$ cat src/rtl/led_matrix_pkg.sv
// Shared types and sizes for the 16x16 bi-colour LED matrix (game logic and scan-out).
package led_matrix_pkg;

  localparam int NUM_ROWS = 16;
  localparam int NUM_COLS = 16;
  localparam int ROW_W    = $clog2(NUM_ROWS);

  typedef enum logic [1:0] {
    IDLE,
    BLANK,
    DRIVE
  } scan_state_t;

  // [row][col], row 0 = top of the panel
  typedef logic [NUM_ROWS-1:0][NUM_COLS-1:0] pixel_frame_t;

  function automatic logic [NUM_ROWS-1:0] row_onehot(input logic [ROW_W-1:0] r);
    return NUM_ROWS'(1) << r;
  endfunction

endpackage

$ cat src/rtl/led_frame_latch.sv
// Shadow copy of the red and green frames; both colours load on the same edge so a
// scanned frame is always a coherent snapshot of the game output.
module led_frame_latch
  import led_matrix_pkg::*;
(
  input  logic         clk,
  input  logic         rst_n,
  input  logic         load,
  input  pixel_frame_t red_live,
  input  pixel_frame_t grn_live,
  output pixel_frame_t red_shadow,
  output pixel_frame_t grn_shadow
);

  always_ff @(posedge clk or negedge rst_n) begin
    if (!rst_n) begin
      red_shadow <= '0;
      grn_shadow <= '0;
    end else if (load) begin
      red_shadow <= red_live;
      grn_shadow <= grn_live;
    end
  end

endmodule

$ cat src/rtl/led_matrix_scan.sv
// Row-at-a-time scan-out for the 16x16 bi-colour panel, with blanking between rows and a
// per-frame snapshot so game updates never tear a frame in progress.
module led_matrix_scan
  import led_matrix_pkg::*;
#(
  parameter int DWELL_CYCLES = 8,
  parameter int BLANK_CYCLES = 1,
  parameter bit ROW_ACT_LOW  = 1'b1,
  parameter bit COL_ACT_LOW  = 1'b0
) (
  input  logic                CLK,
  input  logic                RST,
  input  logic                EnableCount,
  input  pixel_frame_t        RedPixels,
  input  pixel_frame_t        GrnPixels,
  output logic [NUM_ROWS-1:0] RowSel,
  output logic [NUM_COLS-1:0] RedCol,
  output logic [NUM_COLS-1:0] GrnCol,
  output logic                FrameStart
);

  localparam int CNT_MAX = (DWELL_CYCLES > BLANK_CYCLES) ? DWELL_CYCLES : BLANK_CYCLES;
  localparam int CNT_W   = $clog2(CNT_MAX + 1);

  localparam logic [CNT_W-1:0]    DWELL_LAST = CNT_W'(DWELL_CYCLES - 1);
  localparam logic [CNT_W-1:0]    BLANK_LAST = CNT_W'(BLANK_CYCLES - 1);
  localparam logic [ROW_W-1:0]    ROW_LAST   = ROW_W'(NUM_ROWS - 1);
  localparam logic [NUM_ROWS-1:0] ROW_OFF    = ROW_ACT_LOW ? '1 : '0;
  localparam logic [NUM_COLS-1:0] COL_OFF    = COL_ACT_LOW ? '1 : '0;

  function automatic logic [NUM_ROWS-1:0] row_drive(input logic [ROW_W-1:0] r);
    return ROW_ACT_LOW ? ~row_onehot(r) : row_onehot(r);
  endfunction

  function automatic logic [NUM_COLS-1:0] col_drive(input logic [NUM_COLS-1:0] bits);
    return COL_ACT_LOW ? ~bits : bits;
  endfunction

  scan_state_t      state_p0, state_nxt;
  logic [ROW_W-1:0] row_p0, row_nxt;
  logic [CNT_W-1:0] cnt_p0, cnt_nxt;
  logic             snap;
  pixel_frame_t     red_shadow_p0, grn_shadow_p0;

  led_frame_latch u_latch (
    .clk        (CLK),
    .rst_n      (RST),
    .load       (snap),
    .red_live   (RedPixels),
    .grn_live   (GrnPixels),
    .red_shadow (red_shadow_p0),
    .grn_shadow (grn_shadow_p0)
  );

  // stage 0: scan state, row and dwell counter
  always_ff @(posedge CLK or negedge RST) begin
    if (!RST) begin
      state_p0 <= IDLE;
      row_p0   <= '0;
      cnt_p0   <= '0;
    end else begin
      state_p0 <= state_nxt;
      row_p0   <= row_nxt;
      cnt_p0   <= cnt_nxt;
    end
  end

  always_comb begin
    state_nxt = state_p0;
    row_nxt   = row_p0;
    cnt_nxt   = cnt_p0;
    snap      = 1'b0;
    if (!EnableCount) begin
      state_nxt = IDLE;
      row_nxt   = '0;
      cnt_nxt   = '0;
    end else begin
      case (state_p0)
        IDLE: begin
          state_nxt = BLANK;
          row_nxt   = '0;
          cnt_nxt   = '0;
          snap      = 1'b1;
        end
        BLANK: begin
          if (cnt_p0 == BLANK_LAST) begin
            state_nxt = DRIVE;
            cnt_nxt   = '0;
          end else begin
            cnt_nxt = cnt_p0 + 1'b1;
          end
        end
        DRIVE: begin
          if (cnt_p0 == DWELL_LAST) begin
            state_nxt = BLANK;
            cnt_nxt   = '0;
            row_nxt   = row_p0 + 1'b1;
            // wrapping back to row 0 starts a new frame
            snap      = (row_p0 == ROW_LAST);
          end else begin
            cnt_nxt = cnt_p0 + 1'b1;
          end
        end
        default: begin
          state_nxt = IDLE;
          row_nxt   = '0;
          cnt_nxt   = '0;
        end
      endcase
    end
  end

  // stage 1: registered panel drive, aligned with the state being entered
  always_ff @(posedge CLK or negedge RST) begin
    if (!RST) begin
      RowSel     <= ROW_OFF;
      RedCol     <= COL_OFF;
      GrnCol     <= COL_OFF;
      FrameStart <= 1'b0;
    end else begin
      FrameStart <= snap;
      if (state_nxt == DRIVE) begin
        RowSel <= row_drive(row_nxt);
        RedCol <= col_drive(red_shadow_p0[row_nxt]);
        GrnCol <= col_drive(grn_shadow_p0[row_nxt]);
      end else begin
        RowSel <= ROW_OFF;
        RedCol <= COL_OFF;
        GrnCol <= COL_OFF;
      end
    end
  end

endmodule

$ cat config.mk
export PLATFORM = sky130hd
export DESIGN_NAME = led_matrix_scan
export DESIGN_NICKNAME = d
export VERILOG_FILES = /design/src/rtl/led_matrix_pkg.sv /design/src/rtl/led_frame_latch.sv /design/src/rtl/led_matrix_scan.sv
export SDC_FILE = /design/constraint.sdc
export NUM_CORES = 1
export LEC_CHECK = 0
export BUFFER_PORTS_ARGS = -buffer_cell sky130_fd_sc_hd__buf_4
export CAP_MARGIN = 40
export CORE_ASPECT_RATIO = 1.25
export CORE_MARGIN = 2
export CORE_UTILIZATION = 40
export DETAILED_ROUTE_END_ITERATION = 10
export GPL_TIMING_DRIVEN = 0
export SYNTH_ARGS = -nofsm -noshare
export SYNTH_HDL_FRONTEND = slang
export SYNTH_HIERARCHICAL = 1
export SYNTH_SLANG_ARGS = --single-unit
$ cat constraint.sdc
create_clock -name CLK -period 3.1 [get_ports CLK]
set_input_delay 0.465 -clock CLK [delete_from_list [all_inputs] [get_ports CLK]]
set_output_delay 0.465 -clock CLK [all_outputs]
set_load 0.01 [all_outputs]
==> results.md <==
* Post-synth top area cell: dfrtp_1
* Yosys cell types at 58
* Cell Pwr Density at 648 mW/mm^2
* Critical Path Start Type: register
* DR vias at 19.8k
* Wire per inst at 29.5 um
* FP Rows at 104
* Synthesized area at between 0.02 and 0.03 mm^2
* Post-synth top flop: dfrtp_1
* Final setup fails at 0
* Sequential element share of the synthesized area at 55.3%
* Combinational share of power at 20.6%
* Sw Share at between 20% and 30%
* Post-placement cell count at 3,335
* Via-to-Cell Ratio at 5.70
* Critical Path RT at 3.67 ns
* Die height at between 200 and 300 um
* Syn Inst Count at 1,900
* Area growth syn-to-layout at 35.3%
* Fin nets at 3,082
* Final Max Slew Viols at 0
* Hold Crit Class: input port to register
* Drt first pass iters at 5
* Arr. time, crit path at 3.61 ns
* Final period util at a little over nine tenths
* Post-Syn Nets at 2,422
* Clk sinks at 571
* Non-Filler Instances at 3,478
* Starting Density at 40.3%
* Core Area at 0.0642 mm^2
* Maximum VDD drop at 0.450 mV
* Internal at 0.0165 W
* Crit path max-delay family: compound AO/OA/AOI/OAI gates
* Root Buffer: clkbuf_16
* Status: finished clean
* HPWL after detailed placement at 79,300 um
* Most numerous cell in the Yosys netlist: dfrtp_1
* Layout cells sized above 1 at 58.3%
* DRT antenna net count at 0
* Endpoint type of the worst setup path: register
* Placed Area at 0.0314 mm^2
* Final instance area at 0.0350 mm^2
* Clock buffer depth at 3
* Residual DRC count at 0
* #FFs+latches synth at 571
* Synth top cells by count: dfrtp_1 (555), mux2_2 (516), o32ai_1 (124), a211oi_1 (90), nand2_1 (86)
* Max Clk Rate at ~330 MHz
* Pleak at between 10 and 15 nW
* Drt first-iter violations at 1,440
* Post-Route WL at 103,000 um
* Placer Congestion at 0.910
* Largest net degree at the start of global routing at 122
* Maxcap violations at 0
* Tmin final at a little over 3 ns
* Switching power at 0.00616 W
* CTS Buf Count at 59
* Clock skew at 0.0305 ns
* WP buf/inv at 4
* Post-synth top area share at a little over half
* Async S/R FF share, synth at 100%
* H-tree depth at 2
* Avg Cell Area, Syn at ~14 um^2
* Yosys Warn Count at 6
* Total Power at 0.0227 W
* Overflow after GRT at 0
* First-pass GRT wire length at 144,000 um
* EDFF count, synth at 0
* Die area at 0.0668 mm^2
* Sequential group share of total power at 45.7%
* Crit path kind: register to register
* CP max stage delay at about 0.45 ns
* TritonCTS clock tree: done
* Die Wd at 232 um
* Slowest-stage cell, CP: a311oi_2
* Clk Latency, worst-skew pair at between 0.6 and 0.7 ns
* TNS Setup at 0 ns
* Vias in the first global route at 21.0k
* CP max FO at 10
* Clock Power Share at 33.7%
* Max-slew headroom at roughly 54%
* Main area contributors after synthesis: dfrtp_1 (54%), mux2_2 (22%), o32ai_1 (4.2%)
* Total track usage at 30.0%
* Clock Pin Slew Worst Setup and Hold Paths at 0.07 ns
* Hold Fails Final Rpt at 0
* RSZ-0062 raised after global routing: true
* Initial antenna violation count at 26
* Critical path, cell by cell: inv_1 -> ha_1 -> clkbuf_4 -> and2_2 -> a211oi_4 -> buf_4 -> clkbuf_2 -> o32ai_2 -> a311oi_2 -> or4_1
* Port bufs at roughly 560
* Core Util, Final at approximately 55%
* # IOs at 564
* Slew @ Worst Pin at 0.687 ns
kinds of logic after synthesis:
group,after synthesis,share of synthesized area (%)
AOI/OAI and AO/OA,338,10.5
xor gates and xnor gates,2,0.0677
adders and majority gates,7,0.338
buffers and inverters,172,4.23
DFF,571,55.3
muxes,573,24.7
and+or+nand+nor,237,4.95
per-stage QoR:
stage	worst slack, ns	hold slack, ns
2_1_floorplan	0.288	0.169
3_3_place_gp	-4.60	0.484
3_5_place_dp	-1.20	0.479
4_1_cts	-0.00196	0.0370
5_1_grt	0.00180	0.0543
6_report	0.0576	0.0626
final cells by class:
| cell class | count | area [um^2] |
|---|---|---|
| Clock buffer | 89 | 1770 |
| Antenna cell | 24 | 60.1 |
| Sequential cell | 571 | 14300 |
| Clock inverter | 18 | 289 |
| Inverter | 8 | 35.0 |
| Timing Repair Buffer | 601 | 4630 |
| Buffer | 162 | 1330 |
| Fill cell | 5472 | 29100 |
| Tap cell | 848 | 1060 |
| Multi-Input combinational cell | 1157 | 11500 |
layer usage:
metal  track usage (%)  wire, um  share of wire [%]  vias up
li1                  -         -                  -     8604
met1              36.4     39800                 39    10300
met2              52.3     52100                 51      730
met3              5.12      5970                5.8      181
met4              13.8      4740                4.6        8
met5                 0        56              0.055        -
power groups by stage:
stage / logic, W / clock network (W) / registers (W)
finish: 0.00467 / 0.00764 / 0.0104
global route: 0.00498 / 0.00803 / 0.0106
CTS: 0.00459 / 0.00774 / 0.0103
detailed placement: 0.00441 / 0 / 0.0104
global placement: 0.00427 / 0 / 0.0103
floorplan: 0.00294 / 0 / 0.0100
cells in the final DEF (no fill, tap or decap), types with 5 or more instances in the layout:
| cell type | count |
|---|---|
| a211oi_1 | 50 |
| a211oi_2 | 32 |
| a211oi_4 | 8 |
| a21oi_1 | 34 |
| a221oi_1 | 23 |
| a221oi_2 | 8 |
| a311oi_1 | 23 |
| a311oi_2 | 10 |
| a311oi_4 | 5 |
| and3_1 | 5 |
| buf_16 | 5 |
| buf_2 | 26 |
| buf_4 | 590 |
| buf_6 | 55 |
| bufinv_16 | 8 |
| clkbuf_1 | 33 |
| clkbuf_16 | 61 |
| clkbuf_2 | 30 |
| clkbuf_4 | 17 |
| clkbuf_8 | 25 |
| clkinv_2 | 9 |
| dfrtp_1 | 554 |
| dfstp_2 | 16 |
| diode_2 | 24 |
| ha_1 | 5 |
| inv_1 | 5 |
| mux2_2 | 516 |
| mux2i_1 | 46 |
| mux2i_2 | 7 |
| nand2_1 | 82 |
| nand2b_1 | 31 |
| nand3_1 | 38 |
| nand4_1 | 5 |
| nor2_1 | 7 |
| o32ai_1 | 76 |
| o32ai_2 | 46 |
| or3_1 | 9 |
| or4_1 | 29 |
repair_timing:
action / 4_1_cts / 5_1_grt
cloned: 1 / 0
endpoints found under the setup margin: 43 / 32
endpoints found under the hold margin: 68 / 0
gates resized for setup: 243 / 101
hold buffers: 1 / 0
pin swaps: 13 / 10
setup buffers: 2 / 10
state kept, by name, indices dropped and copies added (netlist names):
signal	flops
FrameStart	1
GrnCol	16
RedCol	16
RowSel	16
cnt_p0	4
row_p0	4
state_p0	2
u_latch/grn_shadow	256
u_latch/red_shadow	256
path summary, 6_finish.rpt:
check                                        start                 endpoint  slack (ns)  cells after the start
setup / recovery                       state_p0[1]               GrnCol[11]        0.06                     10
hold / removal                       RedPixels[69]   u_latch/red_shadow[69]        0.06                      2
setup reg to reg                       state_p0[1]               GrnCol[11]        0.06                     10
hold reg to reg            u_latch/red_shadow[148]  u_latch/red_shadow[148]        0.50                      1
max in group asynchronous                      RST   u_latch/red_shadow[59]        1.29                      4
min in group asynchronous                      RST   u_latch/grn_shadow[88]        0.42                      2
No activity file was read; power rests on OpenSTA's default activity.
